==> src/rtl/k_phase_pkg.sv <==
// Shared phase type and rotator stage constants for k_phase_2b.
// Pulled in by the rotator and the top with import k_phase_pkg::*.
package k_phase_pkg;

  typedef logic [1:0] phase_t;

  localparam int PHASE_MAX  = 3;
  localparam int ROT_STAGE0 = 1;
  localparam int ROT_STAGE1 = 2;

endpackage

==> src/rtl/rotr_2b.sv <==
// Combinational 2-level log rotator: rotates a word right by a 0..3 phase.
// Each level is a single 2:1 mux per bit.
module rotr_2b
  import k_phase_pkg::*;
#(
  parameter int W = 64
) (
  input  phase_t         phase,
  input  logic [W-1:0]   word,
  output logic [W-1:0]   rot
);

  logic [W-1:0] s0;
  logic [W-1:0] s0_rot;
  logic [W-1:0] s1_rot;

  assign s0_rot = {word[ROT_STAGE0-1:0], word[W-1:ROT_STAGE0]};
  assign s0     = phase[0] ? s0_rot : word;

  assign s1_rot = {s0[ROT_STAGE1-1:0], s0[W-1:ROT_STAGE1]};
  assign rot    = phase[1] ? s1_rot : s0;

endmodule

==> src/rtl/k_phase_2b.sv <==
// Registered 2-bit phase rotator for stochastic bitstreams.
// Define K_PHASE_2B_INREG_EN to add an input register stage (latency 2).
module k_phase_2b
  import k_phase_pkg::*;
#(
  parameter int BITSTREAM = 64
) (
  input  logic                 clk,
  input  logic                 rst,
  input  logic                 in_valid,
  input  logic [1:0]           k,
  input  logic [BITSTREAM-1:0] in_bits,
  output logic                 out_valid,
  output logic [BITSTREAM-1:0] out_bits
);

  logic                 s_valid;
  phase_t               s_k;
  logic [BITSTREAM-1:0] s_bits;
  logic [BITSTREAM-1:0] rot;

`ifdef K_PHASE_2B_INREG_EN
  always_ff @(posedge clk) begin
    if (rst) begin
      s_valid <= 1'b0;
      s_k     <= '0;
      s_bits  <= '0;
    end else begin
      s_valid <= in_valid;
      s_k     <= k;
      s_bits  <= in_bits;
    end
  end
`else
  assign s_valid = in_valid;
  assign s_k     = k;
  assign s_bits  = in_bits;
`endif

  rotr_2b #(
    .W(BITSTREAM)
  ) u_rotr (
    .phase(s_k),
    .word (s_bits),
    .rot  (rot)
  );

  // out_bits holds its last result while no valid word arrives
  always_ff @(posedge clk) begin
    if (rst) begin
      out_valid <= 1'b0;
      out_bits  <= '0;
    end else begin
      out_valid <= s_valid;
      if (s_valid) out_bits <= rot;
    end
  end

endmodule

==> config.mk <==
export PLATFORM = sky130hd
export DESIGN_NAME = k_phase_2b
export DESIGN_NICKNAME = d
export VERILOG_FILES = /design/src/rtl/k_phase_pkg.sv /design/src/rtl/rotr_2b.sv /design/src/rtl/k_phase_2b.sv
export SDC_FILE = /design/constraint.sdc
export NUM_CORES = 1
export LEC_CHECK = 0
export CAP_MARGIN = 15
export CORE_MARGIN = 5
export CORE_UTILIZATION = 43
export CTS_CLUSTER_SIZE = 30
export DETAILED_ROUTE_END_ITERATION = 7
export GPL_TIMING_DRIVEN = 0
export PLACE_DENSITY_LB_ADDON = 0.15
export SLEW_MARGIN = 30
export SYNTH_ARGS = -nofsm -noshare
export SYNTH_HDL_FRONTEND = slang
export SYNTH_SLANG_ARGS = --single-unit
==> constraint.sdc <==
create_clock -name clk -period 1.7 [get_ports clk]
set_clock_uncertainty 0.15 [all_clocks]
set_input_delay 0.255 -clock clk [delete_from_list [all_inputs] [get_ports clk]]
set_output_delay 0.255 -clock clk [all_outputs]
set_load 0.1 [all_outputs]
# Word level (Yosys, flattened, before mapping)
# Index checks and enable logic that the tools add are counted.
# totals
ff_bits	65
latch_bits	0
mem_bits_rw	0
rom_bits	0
input_bits	69
output_inout_bits	65
wordCells	4
mem_count	0
# classes
add_sub_neg	0
n_mul	0
n_div	0
n_lt_le_gt_ge	0
eq_ne	0
n_shift	0
muxes	2
n_bitwise	0
reduce_logical	0
# ops
cell	count
two-way mux 64 bit	2

# Logic depth before layout (Yosys ltp)
# Gate-level depths: netlist (run 1).
# depth
depth_word	2
mapped_depth	4
ltp_nobuf	2

# By module
# Synthesis (run 1) repeated with hierarchy kept, for this count alone.
# unflattened
cells_unflattened	286
hier_area_um2	3933.8
# modules_own_cells
mod	instances	cells_each	area_each_um2	seq_area_each_um2
k_phase_2b	1	208	2311.0	1301.2
rotr_2b	1	78	1622.8	0.0

# Worst setup path after synthesis (run 1)
# No wires, ideal clock.
# synth_path
path_type	register to register
startpoint	register, netlist name out_bits[62]
endpoint	register out_bits[62]
setup_ns	0.083
t_arrival_ns	1.480
t_required_ns	1.467
slack_ns	-0.013
path_stages_with_launch	3
path_buffers	0
synth_period_minus_slack_ns	1.713
cell_sequence	dfxtp_1 > or3b_2 > o221ai_1
# synth_lines
element	line	rtl
end signal: assignment	k_phase_2b.sv:55	if (s_valid) out_bits <= rot;
end: declaration	k_phase_2b.sv:14	output logic [BITSTREAM-1:0] out_bits

# Final worst setup path (run 1)
# layout_path
startpoint	register out_bits[21]
endpoint	output port out_bits[21]
# No word-level cell between the ends.

==> metrics.cfg, run 1 <==
[critical_path]
crit_type = flop to output port
cp_slowest_cell = clkdlybuf4s15_2
end_kind = output port
required_ps = 1290
critical_path.max_stage_delay_ps = 560
cp_cell_sequence = clkdlybuf4s15_2
path_buf_inv = 1
arrival_ps = 1250
startpoint_type = flop
cp_max_fo = 2
crit_family = buffers and inverters

[timing]
fmax_mhz = 602
rsz0062_at_grt = no
fin_crit_ps = 1660
holdWs_ps = 273
final.period_utilization_pct = 97.6
setup_viol_count_final = 0
setup_ws_ps = 40.2
tightest_slew_ps = 566
slew_viol_final = 0
max-slew-margin-rel_pct = 62.4
finalHoldViolations = 0

[pwr]
power.density_nw_per_um2 = 929
peakVddDrop_v = 0.000520
p_total_mw = 4.72
leakage_nw = 1.97

[routing]
vias = 3031
wirelength_um = 9150
firstDrtPassIters = 4
routedWlPerCell_um = 16.8
viasPerCell = 5.56
drt_iter0_drc = 102
route.detailed.drc = 0
ant_nets = 0

[grt]
grt_pass1_vias = 3271
grt_max_degree = 12
grt_use_total_pct = 18.9
grt_remaining_overflow = 0
grt_pass1_wl_um = 15200
antenna_found_initial = 0

[place]
io_buffers = 132
hpwl_um = 6830
pre_cts_slack_ps = -291
place_congestion = 0.783

[final_layout]
final_util_pct = 66.9
layout.cells.most_common = clkdlybuf4s50_1
layout.nets = 507
area_growth_pct = 54.4
drive_gt1_share_pct = 46.0
num_antenna_cells = 0
final_cell_mix = clkdlybuf4s50_1 (67), mux2i_1 (64), o221ai_1 (64), clkdlybuf4s15_2 (64)

[clock_tree]
cts_made_buffers = 9
root_buffer = clkbuf_8
clk_latency_ps = 330
h-tree-depth = 3
hold_buffers = 0
clk_path_buf_depth = 2
cts_tree = built
cts_sinks = 65
clk_pin_slew_ps = 70

[logic_synthesis]
ys_seq_area_share_pct = 39.5
synth_area_um2 = 3290
ys_warn_count = 0
synth.avg_cell_area_um2 = 11.2
ys_seq_elements = 65
synthCells = 295
synth_cell_types = 12
syn-num-nets = 364

[floorplanning]
fp.dieArea_um2 = 9510
die_x_um = 97.5
io_pins = 134
fp-row-count = 32
start_util_pct = 43.3
core_um2 = 7610
die_h_um = 97.5

[run]
cap_violations = 0

[run_status]
status = completed

[worst_hold_path]
min_path_type = input port to flop

[timing repair]
item                       4_1_cts  5_1_grt
resized for setup              195       11
setup endpoints to repair       65       30
buffers inserted                 0        0
[state kept, by name (all words and copies together), names as in the netlist]
name       count
out_bits      64
out_valid      1
[cells by family after synthesis]
kind of cell | share of synthesized area (%)
compound gates | 17.0
buf+inv | 6.34
flops | 39.5
mux | 19.4
simple gates | 17.7
[cell type report]
type                       count  area, um2
buffer                        35        215
clock buffer                  11        141
clock inverter                 5       55.1
fill                         626       2520
multi-input combinational    195       1780
sequential                    65       1360
tap                          102        128
timing repair buffer         132       1400
[metrics by stage]
stage | cells | TNS, ps | area, um2
2_1_floorplan | 295 | 0 | 3350
3_3_place_gp | 529 | -23420 | 4800
3_5_place_dp | 529 | -23740 | 4800
4_1_cts | 545 | 0 | 5080
5_1_grt | 545 | 0 | 5090
6_report | 545 | 0 | 5090
[tightest hold or removal path, cell delays in order]
cell      delay [ps]
buf_4            180
mux2i_1          120
o221ai_1         170
[cells in the mapped netlist]
cell type | number | share of area (%)
buf_2 | 13 | 2.0
o221ai_1 | 64 | 17
clkbuf_2 | 1 | 0.15
dfxtp_1 | 65 | 39
clkbuf_1 | 12 | 1.4
or3b_2 | 48 | 13
or3b_1 | 17 | 4.5
buf_4 | 2 | 0.46
nor2b_1 | 1 | 0.19
nand3b_1 | 1 | 0.23
buf_6 | 7 | 2.4
mux2i_1 | 64 | 19
[worst paths after layout]
| check | cells after the start | slack, ps | start | end |
|---|---|---|---|---|
| worst max-delay path | 1 | 40 | out_bits[21]$_SDFFE_PP0P_ | out_bits[21] |
| worst min-delay path | 3 | 270 | k[0] | out_bits[63]$_SDFFE_PP0P_ |
| worst max register to register | 2 | 610 | out_bits[53]$_SDFFE_PP0P_ | out_bits[53]$_SDFFE_PP0P_ |
| worst min register to register | 2 | 460 | out_bits[20]$_SDFFE_PP0P_ | out_bits[20]$_SDFFE_PP0P_ |
[report_power, final]
| group | internal [mW] | total [mW] | switching [mW] |
|---|---|---|---|
| Sequential | 1.66 | 1.72 | 0.0633 |
| Clock | 0.713 | 1.32 | 0.607 |
| Combinational | 0.496 | 1.68 | 1.18 |
[routing by layer]
| metal | vias up | part of all wire (%) | global-route usage, % |
|---|---|---|---|
| met5 | - | 0 | 0 |
| met4 | 0 | 1.6 | 7.88 |
| li1 | 1476 | - | - |
| met3 | 14 | 4.7 | 4.52 |
| met1 | 1450 | 46 | 23.8 |
| met2 | 91 | 48 | 30.7 |
No activity file was read; power rests on OpenSTA's default activity.
==> run 2: changes to the inputs <==
CORE_ASPECT_RATIO = 0.5   (was default)
CTS_BUF_LIST = sky130_fd_sc_hd__clkbuf_16   (was default)
CTS_CLUSTER_DIAMETER = 120   (was default)
==> run 2 against run 1 <==
Against the previous run: maximum frequency up 1.4%; critical path type unchanged; wire length is 7.9% higher; final area increased by 1.1%; die area increased by 1.1%.
==> metrics.cfg, run 2 (same netlist as run 1, synthesis figures left out) <==
[final_layout]
drive_gt1_share_pct = 46.0
layout.nets = 507
area_growth_pct = 56.1
largest-register = out_bits
multi_input_area_um2 = 1780
fin_cells = 539
final_util_pct = 69.7
num_antenna_cells = 0
fillerInstances = 575
largest_reg_flops = 64
seq_area_um2 = 1360
final_cell_area_um2 = 5140
top_regs = out_bits x64, out_valid x1
final_cell_mix = clkdlybuf4s50_1 (67), clkdlybuf4s15_2 (65), mux2i_1 (64), o221ai_1 (64)
layout.cells.most_common = clkdlybuf4s50_1

[timing]
holdWs_ps = 271
setup_viol_count_final = 0
final.period_utilization_pct = 96.3
tightest_slew_ps = 565
finalHoldViolations = 0
fin_crit_ps = 1640
max-slew-margin-rel_pct = 62.5
fmax_mhz = 611
fin_tns_setup_ps = 0
rsz0062_at_grt = no
slew_viol_final = 0
setup_ws_ps = 63.5

[clock_tree]
h-tree-depth = 3
clk_path_buf_depth = 2
cts_made_buffers = 9
root_buffer = clkbuf_16
cts_tree = built
cts_sinks = 65
post_cts_buffers = 0
clk_pin_slew_ps = 50
clk_latency_ps = 310

[critical_path]
end_kind = output port
required_ps = 1290
crit_family = buffers and inverters
crit_type = flop to output port
arrival_ps = 1230
cp_cell_sequence = clkdlybuf4s15_2
startpoint_type = flop
cp_slowest_cell = clkdlybuf4s15_2
cp_max_fo = 2
path_buf_inv = 1
critical_path.max_stage_delay_ps = 570

[floorplanning]
fp.dieArea_um2 = 9620
die_h_um = 71.9
die_x_um = 134
io_pins = 134
start_util_pct = 44.7
core_um2 = 7380
fp-row-count = 22

[place]
hpwl_um = 7450
placed_cells = 523
io_buffers = 132
pre_cts_slack_ps = -289
place_congestion = 0.813
dpl_cell_area_um2 = 4800

[worst_hold_path]
min_path_type = input port to flop

[routing]
drt_iter0_drc = 145
routedWlPerCell_um = 18.3
route.detailed.drc = 0
firstDrtPassIters = 4
vias = 3098
wirelength_um = 9870
ant_nets = 0
viasPerCell = 5.75

[grt]
grt_remaining_overflow = 0
grt_use_total_pct = 20.3
grt_pass1_wl_um = 16000
antenna_found_initial = 0
grt_pass1_vias = 3279
grt_max_degree = 11

[pwr]
peakVddDrop_v = 0.000631
leakage_nw = 2.01
p_total_mw = 4.99
power.density_nw_per_um2 = 970

[run]
cap_violations = 0

[run_status]
status = completed

==> run 2: changes by cell type in the layout (fill, tap and decap cells not counted), sizes merged <==
cell,change
clkdlybuf4s18,-1
inv,+2
clkinvlp,-2
clkbuf,-2
clkdlybuf4s15,+1
bufinv,-1
clkinv,+3
==> run 2: path summary, 6_finish.rpt <==
check                             from                        end  slack [ps]  depth (start not counted)
max reg2reg  out_bits[47]$_SDFFE_PP0P_  out_bits[47]$_SDFFE_PP0P_         590                          2
max          out_bits[16]$_SDFFE_PP0P_               out_bits[16]          60                          1
min                               k[0]  out_bits[60]$_SDFFE_PP0P_         270                          3
min reg2reg   out_bits[9]$_SDFFE_PP0P_   out_bits[9]$_SDFFE_PP0P_         460                          2
==> run 2: area by class of cell <==
class	count	area share, %
clock buffer	9	4.38
buffer	35	4.26
multi-input combinational	195	34.7
sequential	65	26.5
clock inverter	7	0.584
timing repair buffer	132	27.3
tap	96	2.34
==> run 2: power by group <==
group          internal (mW)  switching, mW
combinational          0.497           1.20
sequential              1.67         0.0644
clock                  0.955          0.609
total                   3.12           1.87
==> run 2: per-layer routing <==
metal,global-route usage (%),up-vias,share of wire (%)
met5,0,-,0
met4,4.68,0,0.71
met3,6.86,7,6.8
met2,33.9,107,47
met1,25.8,1504,45
li1,-,1480,-
==> run 2: repair_timing <==
action                                  CTS  global route
endpoints found under the setup margin   65            40
hold buffers                              0             0
pin swaps                                 0             0
resized for setup                       195            16
==> run 3: changes to the inputs <==
CORE_UTILIZATION = 63   (was 43)
DONT_BUFFER_PORTS = 1   (was default)
==> run 3 against run 2 <==
Against the previous run: maximum frequency decreased by 1.8%; setup slack got worse by 30 ps; utilization up 4.8 points; sequential power grew 51%; power fell by 6.8%; critical endpoint is now out_valid.
==> metrics.cfg, run 3 (same netlist as run 1, synthesis figures left out) <==
[pwr]
p_seq_share_pct = 56.5
netSwitchingPower_mw = 1.80
peakVddDrop_v = 0.000762
clock_power_share_pct = 34.2
leakage_nw = 1.46
p_int_mw = 2.85
p_comb_share_pct = 9.3
power.density_nw_per_um2 = 1250
swShare_pct = 38.8

[critical_path]
reg2reg_setup_slack_ps = 210
required_ps = 1290
r2r_start = out_bits[58]$_SDFFE_PP0P_
reg2reg_depth = 2
arrival_ps = 1260
rr_endpoint = out_bits[58]$_SDFFE_PP0P_
crit_path_start = out_valid$_SDFF_PP0_
cp_max_fo = 1
end_kind = output port
crit_type = flop to output port
cp.depth = 0
startpoint_type = flop

[place]
place_congestion = 0.799
placed_cells = 365
io_buffers = 0
hpwl_um = 6130

[routing]
viasPerCell = 6.81
routedWlPerCell_um = 21.8
vias = 2586
route.detailed.drc = 0
wirelength_um = 8300
drt_iter0_drc = 171
firstDrtPassIters = 5
ant_nets = 0

[clock_tree]
root_buffer = clkbuf_16
cts_sinks = 65
clk_path_buf_depth = 2
clk_latency_ps = 320
post_cts_buffers = 0
hold_buffers = 0
cts_tree = built
cts_made_buffers = 9
clk_pin_slew_ps = 60
h-tree-depth = 3

[grt]
grt_use_total_pct = 24.0
grt_max_degree = 12
grt_pass1_vias = 2631
grt_remaining_overflow = 0
antenna_found_initial = 0
grt_pass1_wl_um = 13300

[final_layout]
fin_cells = 380
layout.nets = 375
area_growth_pct = 13.0
fillerInstances = 367
drive_gt1_share_pct = 48.1
final_util_pct = 74.5
num_antenna_cells = 0
top_regs = out_bits x64, out_valid x1
largest_reg_flops = 64
final_cell_mix = mux2i_1 (64), o221ai_1 (64), dfxtp_2 (64)
largest-register = out_bits

[timing]
setup_viol_count_final = 0
rsz0062_at_grt = no
fmax_mhz = 600
finalHoldViolations = 0
slew_viol_final = 0
final.period_utilization_pct = 98.0
tightest_slew_ps = 949
max-slew-margin-rel_pct = 36.6
fin_tns_setup_ps = 0
fin_crit_ps = 1670

[floorplanning]
fp-row-count = 18
fp.dieArea_um2 = 6860
die_h_um = 61.1
start_util_pct = 65.9
core_um2 = 5000
io_pins = 134
die_x_um = 112

[run]
cap_violations = 0

[worst_hold_path]
holdCritStartpoint = in_bits[11]
min_path_cells = 2
holdPathEnd = out_bits[11]$_SDFFE_PP0P_
min_path_type = input port to flop

[run_status]
status = completed

## run 3: changes by cell type in the layout (fill, tap and decap cells not counted), sizes merged
cell and delta:
clkinv -2, inv -2, clkdlybuf4s50 -67, clkinvlp +3, clkdlybuf4s15 -65
## run 3: repair_timing
item | in CTS | in global routing
gates resized for setup | 6 | 10
pin swaps | 0 | 0
cloned | 0 | 0
setup endpoints to repair | 8 | 19
## run 3: routing by layer
layer,part of all wire [%],vias to the layer above,GRT usage (%)
met2,45,111,39.0
met1,43,1253,28.8
met5,0,-,0
met4,0.54,0,6.16
met3,12,8,12.7
li1,-,1214,-
## run 3: through the flow
step	setup slack [ps]	cell area, um2	power (mW)	hold slack, ps
finish	34.0	3720	4.65	41.2
detailed placement	7.58	3440	3.08	362
floorplan	79.2	3350	2.97	324
global route	19.6	3720	4.81	41.6
CTS	0.120	3710	4.68	25.9
global placement	42.9	3440	3.06	353
## run 3: layout make-up
class | count | area, um2 | share of cell area [%]
buffer | 35 | 209 | 5.61
sequential | 65 | 1380 | 37.1
clock buffer | 9 | 225 | 6.05
clock inverter | 6 | 36.3 | 0.974
multi-input combinational | 195 | 1780 | 47.9
tap | 70 | 87.6 | 2.35
## run 3: worst max path at each step
stage / to / slack [ps]
4_1_cts: out_bits[11] / 0.1
6_report: out_valid / 30
2_1_floorplan: out_bits[12]$_SDFFE_PP0P_ / 80
3_5_place_dp: out_bits[8]$_SDFFE_PP0P_ / 8
5_1_grt: out_valid / 20
3_3_place_gp: out_bits[32]$_SDFFE_PP0P_ / 40
## run 3: power by group through the flow
stage	Sequential (mW)	Combinational (mW)	Clock, mW
final	2.62	0.433	1.59
after global routing	2.64	0.476	1.69
after CTS	2.62	0.432	1.63
after detailed placement	2.65	0.429	0
after global placement	2.65	0.414	0
after floorplan	2.62	0.354	0
==> edit 1: new RTL, settings of run 3 <==
Register the output `out_bits` once more, with the module's reset; this adds one clock of latency there. The other outputs are not delayed to match.
--- a/src/rtl/k_phase_2b.sv
+++ b/src/rtl/k_phase_2b.sv
@@ -14,4 +14,6 @@
   output logic [BITSTREAM-1:0] out_bits
 );
+
+  logic [BITSTREAM-1:0] out_bits_s0;
 
   logic                 s_valid;
@@ -50,8 +52,16 @@
     if (rst) begin
       out_valid <= 1'b0;
-      out_bits  <= '0;
+      out_bits_s0 <= '0;
     end else begin
       out_valid <= s_valid;
-      if (s_valid) out_bits <= rot;
+      if (s_valid) out_bits_s0 <= rot;
+    end
+  end
+
+  always_ff @(posedge clk) begin
+    if (rst) begin
+      out_bits <= '0;
+    end else begin
+      out_bits <= out_bits_s0;
     end
   end
Check against the original RTL: not equivalent (a bounded check fails within 4 cycles, from zero or initial values and one cycle with rst high).
==> edit 1 against run 3 <==
Sequential cell count rose by 64. Final area rose by 82%. First-iteration DRC count rose by 58%. Total power rose by 72%. Worst setup slack got worse by 0.020 ns. Non-clock buffer count rose by 103. Area after synthesis rose by 53%. Final cell count rose by 76%. Routed wire length rose by 74%. Register-to-register slack got worse by 0.19 ns. Combinational power rose by 85%. Critical path type is now input pin to flip-flop. Critical endpoint is now out_bits_s0[16].
==> edit 1: results (changes against run 3) <==
* P_leak at 2.73 nW (was 1.46 nW)
* Dominant kind of cell: registers (was multi-input gates)
* WL met3 at 1080 um (was 1020 um)
* Max FO, Critical Path at 2 (was 1)
* Largest net degree at the start of global routing at 17 (was 12)
* Multi-input gate area at 0.00220 mm^2 (was 0.00178 mm^2)
* Sequential Power at 3.86 mW (was 2.62 mW)
* Status: finished clean (unchanged)
* Worst skew pair latency at 0.42 ns (was 0.32 ns)
* Top post-synthesis cells by count: 129 x dfxtp_1, 65 x nor2b_1, 64 x mux2i_1, 64 x o221ai_1, 46 x or3b_2 (was 65 x dfxtp_1, 64 x mux2i_1, 64 x o221ai_1)
* Multi-input comb cells at 259 (was 195)
* Final worst slack at 0.0142 ns (was 0.0340 ns)
* Non-clock buffers at 138 (was 35)
* Area contributors post-synth: dfxtp_1 51%, mux2i_1 13%, o221ai_1 11% (was dfxtp_1 39%, mux2i_1 19%, o221ai_1 17%)
* Rel. slew slack at 0.644 (was 0.366)
* WL/cell at 21.6 um (was 21.8 um)
* Num sequential at 129 (was 65)
* Sequential cell area share at 0.393 (was 0.371)
* DR vias/cell at 6.05 (was 6.81)
* Post-synth net total at 499 (was 364)
* Drt first-iter violations at 271 (was 171)
* H-tree depth at 4 (was 3)
* Hold slack final at 0.00288 ns (was 0.0412 ns)
* Num CTS Buffers at 17 (was 9)
* Sequential power share at 0.483 (was 0.565)
* Switching fraction of total power at 0.280 (was 0.388)
* WP data arrival at 1.81 ns (was 1.26 ns)
edit 1: cell types whose count changed after synthesis, sizes merged:
cell,before,now
dfxtp,65,129
nor2b,1,65
buf,22,26
clkbuf,13,16
edit 1: metal layers:
metal / up-vias / track usage
met2: 193 / 0.529
met4: 0 / 0.115
met1: 1994 / 0.327
li1: 1834 / -
met5: - / 0
met3: 29 / 0.0923
edit 1: worst max-delay path, delay by kind of cell:
family,cells,cell delay (ns)
compound gates,1,0.17
mux,1,0.17
buf+inv,2,1.21
edit 1: path summary, 6_finish.rpt:
| path | start | end | cells past startpoint |
|---|---|---|---|
| setup / recovery | in_bits[16] | out_bits_s0[16] | 4 |
| setup reg to reg | out_bits_s0[5] | out_bits_s0[5] | 3 |
| hold reg to reg | out_bits_s0[63] | out_bits[63] | 1 |
| hold / removal | in_bits[8] | out_bits_s0[8] | 2 |
edit 1: timing repair:
item                       CTS  global route
gates cloned                 0             0
resized for setup           65             8
setup endpoints to repair   65            18
hold buffers                93             3
hold endpoints to repair    61             2
==> edit 2: new RTL, config.mk and constraints of run 3 <==
Without the edit above. Build with the macro `K_PHASE_2B_INREG_EN` defined.
--- a/src/rtl/k_phase_2b.sv
+++ b/src/rtl/k_phase_2b.sv
@@ -1,4 +1,6 @@
 // Registered 2-bit phase rotator for stochastic bitstreams.
 // Define K_PHASE_2B_INREG_EN to add an input register stage (latency 2).
+`define K_PHASE_2B_INREG_EN
+
 module k_phase_2b
   import k_phase_pkg::*;
Function: changed (a bounded check fails within 4 cycles, from zero or initial values and one cycle with rst high).
==> edit 2 against run 3 <==
Sequential cell count up 67. Area after synthesis up 54%. Sequential power up 44%. Clock power up 150%. Maximum frequency up 2.2%. Die area up 47%. Routed wire length up 59%. Final area up 78%. Total power up 79%. Worst setup slack better by 0.036 ns. Final cell count up 70%. Count of clock-buffer cells in the layout up 8. Worst hold slack better by 0.027 ns. Critical path type is now flip-flop to flip-flop.
==> edit 2: results (changes against run 3) <==
* Gate power share at 0.068 (was 0.093)
* Top post-synthesis cells by count: 132 x dfxtp_1, 68 x nor2b_1, 64 x mux2i_1, 64 x o221ai_1, 55 x or3b_2 (was 65 x dfxtp_1, 64 x mux2i_1, 64 x o221ai_1)
* Routed WL at 13200 um (was 8300 um)
* GR Util met1 at 0.288 (about the same)
* H-tree depth at 4 (was 3)
* Num CTS Buffers at 17 (was 9)
* Average size of a mapped cell at 11.7 um^2 (was 11.2 um^2)
* Area contributors post-synth: dfxtp_1 52%, mux2i_1 13%, o221ai_1 11% (was dfxtp_1 39%, mux2i_1 19%, o221ai_1 17%)
* Placed Instances at 548 (was 365)
* Worst R2R Setup Slack at 0.07 ns (was 0.21 ns)
* Worst Hold Endpoint: s_k[0] (was out_bits[11])
* DRT met1 WL at 5140 um (was 3540 um)
* Worst Tran Pin Value at 0.558 ns (was 0.949 ns)
* Drt first-iter violations at 272 (was 171)
* Largest net degree at the start of global routing at 17 (was 12)
* Worst skew pair latency at 0.41 ns (was 0.32 ns)
* R2r worst-path depth at 4 (was 2)
* Routed wl met2 at 6520 um (was 3700 um)
* Final net count at 591 (was 375)
* CTS root buffer: clkbuf_16 (unchanged)
* P_leak at 2.47 nW (was 1.46 nW)
* GRT met3 Usage at 0.105 (was 0.127)
* Biggest regs: out_bits (64), s_bits (64), s_k (2) (was out_bits (64), out_valid (1))
* Fillcell total at 441 (was 367)
* Overall power at 8.30 mW (was 4.65 mW)
* WL met3 at 1230 um (was 1020 um)
* Hold-fix buffers at CTS at 67 (was 0)
* Status: finished clean (unchanged)
* Worst r2r src: s_valid (was out_bits[58])
* DPL Wire Length at 8130 um (was 6130 um)
* First-pass GRT wire length at 20700 um (was 13300 um)
* Post-synth net total at 505 (was 364)
* Sequential cell area fraction in the yosys report at 0.519 (was 0.395)
* Resized cells post-CTS at 10 (was 6)
* Max IR drop VDD at 1.03 mV (was 0.762 mV)
* Final Instance Count excl. Fillers at 647 (was 380)
* Global-route usage over all layers at 0.267 (was 0.240)
* Psw at 2.17 mW (was 1.80 mW)
* WP data arrival at 1.80 ns (was 1.26 ns)
* Dpl ws at 0.00413 ns (was 0.00758 ns)
* Area growth syn-to-layout at 30.3% (was 13.0%)
* Hold_sp: rst (was in_bits[11])
* RD Place Congestion at 0.853 (was 0.799)
* Layout cells sized above 1 at 0.333 (was 0.481)
==> edit 2: kinds of logic after synthesis <==
family	count (synthesis)	share of synthesized area
AO/OA/AOI/OAI	64	0.110
buffers and inverters	42	0.0475
flip-flops	132	0.519
multiplexers	64	0.126
AND/OR/NAND/NOR	134	0.197
==> edit 2: worst max-delay path by stage <==
stage / from / to / slack, ns / cells past startpoint
floorplan: out_bits[44] / out_bits[44] / 0.08 / 2
global placement: out_bits[41] / out_bits[41] / 0.02 / 2
detailed placement: out_bits[46] / out_bits[46] / 0.004 / 2
CTS: s_k[0] / out_bits[14] / 0.06 / 4
global route: s_k[0] / out_bits[5] / 0.003 / 4
finish: s_valid / out_bits[36] / 0.07 / 4
==> edit 2: area by class of cell <==
class                      count  share of cell area
sequential                   132               0.411
multi-input combinational    262               0.333
timing repair buffer          67               0.101
clock buffer                  17              0.0642
buffer                        42              0.0379
clock inverter                15              0.0321
tap                          112              0.0211
